--- config.mk ---
export PLATFORM = sky130hd
export DESIGN_NAME = mem_access_unit
export DESIGN_NICKNAME = d
export VERILOG_FILES = /design/src/rtl/mem_access_unit.sv
export SDC_FILE = /design/constraint.sdc
export NUM_CORES = 1
export LEC_CHECK = 0
export CAP_MARGIN = 5
export CORE_MARGIN = 10
export CORE_UTILIZATION = 33
export DETAILED_ROUTE_END_ITERATION = 6
export PLACE_DENSITY = 0.7
export SYNTH_ARGS = -nofsm -noshare
export SYNTH_HDL_FRONTEND = slang
export SYNTH_SLANG_ARGS = --single-unit
--- constraint.sdc ---
create_clock -name clk_i -period 2.1 [get_ports clk_i]
set_clock_uncertainty 0.2 [all_clocks]
set_input_delay 0.42 -clock clk_i [delete_from_list [all_inputs] [get_ports clk_i]]
set_output_delay 0.42 -clock clk_i [all_outputs]
set_load 0.05 [all_outputs]
--- src/rtl/mem_access_unit.sv ---
// ---------------------------------------------------------------------------
// mem_access_unit
//
// Memory access stage between the multi-cycle core and a single-port
// req/ack memory bus. Takes one load or store at a time, performs RV32
// byte/half/word lane steering (byte enables, store-data replication,
// load shift plus sign/zero extension), waits a variable number of cycles
// for the bus acknowledge, and returns a one-cycle response. Misaligned or
// illegal-size requests and bus timeouts are reported through rsp_err_o.
//
// Parameters
//   TIMEOUT_CYCLES : cycles mem_req_o may stay high without mem_ack_i
//                    before the access is aborted with an error.
//
// Ports
//   clk_i          in   clock, rising edge
//   reset_ni       in   asynchronous active-low reset
//   req_valid_i    in   core request valid
//   req_ready_o    out  unit can accept a request (state IDLE)
//   req_we_i       in   1 = store, 0 = load
//   req_addr_i     in   byte address
//   req_size_i     in   00 byte, 01 half, 10 word, 11 illegal
//   req_unsigned_i in   loads: 1 = zero-extend, 0 = sign-extend
//   req_wdata_i    in   store data, right-aligned
//   rsp_valid_o    out  one-cycle response strobe
//   rsp_rdata_o    out  extended load data (0 for stores/errors)
//   rsp_err_o      out  misaligned, illegal size or timeout
//   mem_req_o      out  bus request, high for the whole BUS state
//   mem_we_o       out  bus write
//   mem_addr_o     out  word-aligned bus address
//   mem_be_o       out  byte enables
//   mem_wdata_o    out  lane-replicated store data
//   mem_ack_i      in   bus completion, read data valid this cycle
//   mem_rdata_i    in   bus read word
// ---------------------------------------------------------------------------
module mem_access_unit #(
  parameter int unsigned TIMEOUT_CYCLES = 255
) (
  input  logic        clk_i,
  input  logic        reset_ni,
  input  logic        req_valid_i,
  output logic        req_ready_o,
  input  logic        req_we_i,
  input  logic [31:0] req_addr_i,
  input  logic [1:0]  req_size_i,
  input  logic        req_unsigned_i,
  input  logic [31:0] req_wdata_i,
  output logic        rsp_valid_o,
  output logic [31:0] rsp_rdata_o,
  output logic        rsp_err_o,
  output logic        mem_req_o,
  output logic        mem_we_o,
  output logic [31:0] mem_addr_o,
  output logic [3:0]  mem_be_o,
  output logic [31:0] mem_wdata_o,
  input  logic        mem_ack_i,
  input  logic [31:0] mem_rdata_i
);

  localparam logic [1:0] IDLE = 2'd0;
  localparam logic [1:0] BUS  = 2'd1;
  localparam logic [1:0] RESP = 2'd2;

  localparam logic [1:0] SIZE_BYTE = 2'b00;
  localparam logic [1:0] SIZE_HALF = 2'b01;
  localparam logic [1:0] SIZE_WORD = 2'b10;

  // Wide enough to hold TIMEOUT_CYCLES itself, so the counter may step once
  // past the last legal value without wrapping.
  localparam int unsigned CW = (TIMEOUT_CYCLES < 2) ? 1 : $clog2(TIMEOUT_CYCLES + 1);
  localparam logic [CW-1:0] CNT_LAST = CW'(TIMEOUT_CYCLES - 1);

  logic [1:0]    state;
  logic [CW-1:0] cnt;

  // Latched request attributes needed after the bus address has been aligned.
  logic [1:0]    r_off;
  logic [1:0]    r_size;
  logic          r_unsigned;

  // Request decode
  logic          req_bad;
  logic [3:0]    be_calc;
  logic [31:0]   wdata_rep;

  // Load extraction
  logic [31:0]   shifted;
  logic [31:0]   load_data;

  // -------------------------------------------------------------------------
  // Request decode: alignment check, byte enables, store replication
  // -------------------------------------------------------------------------
  always_comb begin
    req_bad = 1'b0;
    unique case (req_size_i)
      SIZE_BYTE: req_bad = 1'b0;
      SIZE_HALF: req_bad = req_addr_i[0];
      SIZE_WORD: req_bad = (req_addr_i[1:0] != 2'b00);
      default:   req_bad = 1'b1;
    endcase
  end

  always_comb begin
    be_calc   = 4'b1111;
    wdata_rep = req_wdata_i;
    unique case (req_size_i)
      SIZE_BYTE: begin
        be_calc   = 4'b0001 << req_addr_i[1:0];
        wdata_rep = {4{req_wdata_i[7:0]}};
      end
      SIZE_HALF: begin
        be_calc   = 4'b0011 << req_addr_i[1:0];
        wdata_rep = {2{req_wdata_i[15:0]}};
      end
      default: begin
        be_calc   = 4'b1111;
        wdata_rep = req_wdata_i;
      end
    endcase
  end

  // -------------------------------------------------------------------------
  // Load extraction from the bus word using the latched offset/size/sign
  // -------------------------------------------------------------------------
  always_comb begin
    shifted   = mem_rdata_i >> {r_off, 3'b000};
    load_data = shifted;
    unique case (r_size)
      SIZE_BYTE: load_data = r_unsigned ? {24'h000000, shifted[7:0]}
                                        : {{24{shifted[7]}}, shifted[7:0]};
      SIZE_HALF: load_data = r_unsigned ? {16'h0000, shifted[15:0]}
                                        : {{16{shifted[15]}}, shifted[15:0]};
      default:   load_data = shifted;
    endcase
  end

  // -------------------------------------------------------------------------
  // State decoded outputs. mem_req_o is a pure decode of the state register
  // so an asynchronous reset drops it in the same cycle.
  // -------------------------------------------------------------------------
  assign req_ready_o = (state == IDLE);
  assign mem_req_o   = (state == BUS);
  assign rsp_valid_o = (state == RESP);

  // -------------------------------------------------------------------------
  // Control FSM and registered bus/response fields
  // -------------------------------------------------------------------------
  always_ff @(posedge clk_i or negedge reset_ni) begin
    if (!reset_ni) begin
      state       <= IDLE;
      cnt         <= '0;
      r_off       <= '0;
      r_size      <= '0;
      r_unsigned  <= 1'b0;
      mem_we_o    <= 1'b0;
      mem_addr_o  <= '0;
      mem_be_o    <= '0;
      mem_wdata_o <= '0;
      rsp_rdata_o <= '0;
      rsp_err_o   <= 1'b0;
    end else begin
      unique case (state)
        IDLE: begin
          if (req_valid_i) begin
            if (req_bad) begin
              // Rejected without touching the bus.
              rsp_rdata_o <= '0;
              rsp_err_o   <= 1'b1;
              state       <= RESP;
            end else begin
              r_off       <= req_addr_i[1:0];
              r_size      <= req_size_i;
              r_unsigned  <= req_unsigned_i;
              mem_we_o    <= req_we_i;
              mem_addr_o  <= {req_addr_i[31:2], 2'b00};
              mem_be_o    <= be_calc;
              mem_wdata_o <= wdata_rep;
              cnt         <= '0;
              state       <= BUS;
            end
          end
        end

        BUS: begin
          if (mem_ack_i) begin
            // Ack takes priority over a timeout landing in the same cycle.
            rsp_rdata_o <= mem_we_o ? 32'h0 : load_data;
            rsp_err_o   <= 1'b0;
            state       <= RESP;
          end else begin
            cnt <= cnt + 1'b1;
            if (cnt == CNT_LAST) begin
              rsp_rdata_o <= '0;
              rsp_err_o   <= 1'b1;
              state       <= RESP;
            end
          end
        end

        RESP: begin
          state <= IDLE;
        end

        default: begin
          state <= IDLE;
        end
      endcase
    end
  end

endmodule

==> flow_metrics.py <==
metrics = {
    "clock_network": {
        "htreeDepth": 4,
        "numCtsBuffers": 17,
        "cts.reportedPaths.clkPinSlew_ns": 0.05,
        "cts_max_path_buffers": 2,
        "clk-insertion-delay-late_ns": 0.41,
        "cts_tree": "done",
        "clock_sinks": 115,
        "ctsRootBufferMaster": "clkbuf_16",
    },
    "setup_path": {
        "cp_cell_sequence": "inv_1 > ha_1 > nand4_1 > o21ai_1 > nand3_2 > buf_12 > a221o_1",
        "crit_fanout": 30,
        "cp_data_required_time_ns": 2.19,
        "end_kind": "flip-flop",
        "crit_path_top_delay_cell": "dfrtp_1",
        "timing_worst_setup_path_type": "flip-flop to flip-flop",
        "crit_arrival_ns": 2.07,
        "rrSetupSlack_ns": 0.11,
        "critPathLaunchType": "flip-flop",
        "critPathMaxStageDelay_ns": 0.42,
    },
    "yosys": {
        "synthCells": 453,
        "syn-cell-area_um2": 5400,
        "ys_types": 50,
        "yosys_warnings": 0,
        "synth_seq_cells": 115,
        "synth.avg_cell_area_um2": 11.9,
        "seq_area_frac_synth_pct": 53.3,
    },
    "outcome": {
        "outcome": "completed",
    },
    "floorplanning": {
        "ios": 209,
        "initial_core_util_pct": 33.8,
        "core_area_um2": 15900,
        "die_width_um": 148,
        "die-area_um2": 21900,
        "die_y_um": 148,
        "num_rows": 46,
    },
    "power": {
        "comb_power_share_pct": 50.1,
        "p_leak_uw": 0.00396,
        "p_seq_share_pct": 26.6,
        "switching_power_uw": 6210,
        "p_int_uw": 7730,
        "powerDensity_nw_per_um2": 1660,
        "power_frac_clock_pct": 23.3,
        "ir_drop_v": 0.00104,
        "switching_share_pct": 44.5,
    },
    "global_routing": {
        "grt_antenna_before_repair": 0,
        "grt_pass1_vias": 4887,
        "grt_start_max_net_pins": 50,
        "grt_pass1_wl_mm": 27.7,
        "grt.overflow.total": 0,
        "grt_usage_pct": 15.9,
    },
    "layout": {
        "fillers": 1383,
        "drive_gt1_share_pct": 27.9,
        "postLayoutCellArea_um2": 8370,
        "fin_nets": 792,
        "post-route-util_pct": 52.5,
        "synthToLayoutAreaGrowth_pct": 55.2,
        "antenna_cells": 0,
    },
    "sta": {
        "setup_ws_ns": 0.115,
        "tns_ns": 0,
        "hold_viol": 0,
        "setup_viol": 0,
        "fin_crit_sh_pct": 94.5,
        "holdWs_ns": 0.156,
        "period_minus_slack_ns": 1.99,
        "drv_slew": 0,
        "fmax_mhz": 504,
        "rsz0062_at_grt": "no",
    },
    "detailed_routing": {
        "wire_per_inst_um": 19.1,
        "dr.pass1.iters": 4,
        "wl_mm": 17.5,
        "routed-via-count": 4522,
        "postRouteAntennaNets": 0,
        "vias_per_cell": 4.94,
        "drt_iter0_markers": 202,
        "drc": 0,
    },
    "place": {
        "io_buffers": 206,
        "preCtsSetupSlack_ns": -0.339,
        "dp_hpwl_mm": 13.6,
        "post_dp_cell_area_um2": 7670,
        "routabilityCongestion": 0.859,
    },
    "flow_run": {
        "cap_violations": 0,
    },
    "worst_hold_path": {
        "hold_class": "input pin to flip-flop",
    },
}
==> cells by family (layout without fill, tap and decap cells) <==
family / count (synthesis) / count (layout) / share of synthesized area (%)
buffers and inverters: 36 / 281 / 4.20
DFF: 115 / 115 / 53.3
other: 1 / 2 / 0.0695
AOI/OAI and AO/OA: 101 / 101 / 12.9
adders and majority gates: 2 / 2 / 0.464
and+or+nand+nor: 99 / 99 / 9.42
muxes: 92 / 92 / 18.5
xor gates and xnor gates: 7 / 7 / 1.14
==> metal layers <==
| metal | GRT usage (%) | up-vias | part of all wire (%) |
|---|---|---|---|
| met5 | 0 | - | 0 |
| met4 | 4.96 | 0 | 1.2 |
| met3 | 7.11 | 18 | 9.6 |
| met2 | 25.9 | 191 | 48 |
| met1 | 18.4 | 2202 | 41 |
| li1 | - | 2111 | - |
==> registers in the layout, indices dropped and copies added, names as in the netlist <==
name and count:
mem_wdata_o 32, rsp_rdata_o 32, mem_addr_o 30, cnt 8
mem_be_o 4, r_off 2, r_size 2, state 2
mem_we_o 1, r_unsigned 1, rsp_err_o 1
==> repair_timing <==
action	4_1_cts	5_1_grt
endpoints found under the hold margin	24	0
endpoints found under the setup margin	0	62
resized for setup	0	3
buffers inserted	0	1
hold buffers	1	0
==> cell type report <==
| class | instances | area [um^2] | share of cell area [%] |
|---|---|---|---|
| Sequential cell | 115 | 2880 | 34.4 |
| Tap cell | 216 | 270 | 3.23 |
| Timing Repair Buffer | 244 | 2230 | 26.7 |
| Multi-Input combinational cell | 303 | 2300 | 27.5 |
| Clock inverter | 9 | 173 | 2.06 |
| Inverter | 5 | 18.8 | 0.224 |
| Clock buffer | 23 | 498 | 5.95 |
==> worst paths after layout <==
kind                                    to  cells past startpoint      startpoint
max                        rsp_rdata_o[30]                      7          cnt[0]
min reg2reg                 mem_addr_o[11]                      1  mem_addr_o[11]
min in group asynchronous  rsp_rdata_o[29]                      2        reset_ni
max in group asynchronous   mem_wdata_o[9]                      3        reset_ni
max reg2reg                rsp_rdata_o[30]                      7          cnt[0]
min                               r_off[0]                      2   req_addr_i[0]
==> cell usage after synthesis, drive strengths merged <==
cell     number  area, um^2
nor3b         2        25.0
and4b         1        13.8
clkbuf        5        18.8
a21oi        17        85.1
and4bb        1        12.5
and3          1        6.26
dfrtp       115        2880
o21ai        39         195
or2           1        6.26
and3b         1        8.76
xor2          7        61.3
nor2         34         130
ha            2        25.0
o22ai         2        12.5
conb          1        3.75
mux2         52         586
and4          1        8.76
a22o          8        70.1
nor4          1        21.3
nor2b         1        6.26
a211o         8        70.1
mux4          1        22.5
and2          1        6.26
a31oi         1        6.26
a2111oi       1        8.76
mux2i        39         390
o211ai        1        7.51
nand2b        1        6.26
nand3         5        30.0
and2b         1        8.76
buf          26         189
a221oi        8        87.6
nand2        38         143
o2bb2ai       7        61.3
inv           5        18.8
nor3          4        25.0
a221o         9        90.1
nand4         3        18.8
nand3b        2        31.3
==> stage by stage <==
step,power (uW),std cells
finish,13900,915
global route,14600,915
CTS,14100,914
detailed placement,10800,881
global placement,10700,881
floorplan,8310,454
==> cell usage in the layout, fill, tap and decap left out, drive strengths merged, types with 2 or more instances in the layout <==
master,n
a21oi,17
a22o,8
nand3,5
nor2,34
nor3b,2
dlymetal6s2s,2
o22ai,2
dfrtp,115
bufinv,5
clkdlybuf4s50,100
nor3,4
a221oi,8
inv,5
ha,2
buf,141
o2bb2ai,7
mux2i,39
clkinv,3
conb,2
a211o,8
a221o,9
clkbuf,23
nand4,3
o21ai,39
nand3b,2
nand2,38
xor2,7
mux2,52
==> power by group through the flow <==
stage / clock network [uW] / registers (uW) / logic [uW]
finish: 3250 / 3710 / 6980
global route: 3420 / 3840 / 7360
CTS: 3320 / 3720 / 7070
detailed placement: 0 / 3740 / 7060
global placement: 0 / 3700 / 6960
floorplan: 0 / 6480 / 1830
==> worst max-delay path: cells and delay by family (launching register included) <==
kind                       cells  cell delay [ns]
AOI/OAI and AO/OA              2             0.61
buffers and inverters          2             0.28
and+or+nand+nor                2             0.22
adders and majority gates      1             0.14
DFF                            1             0.42
(Power assumes the default switching activity.)
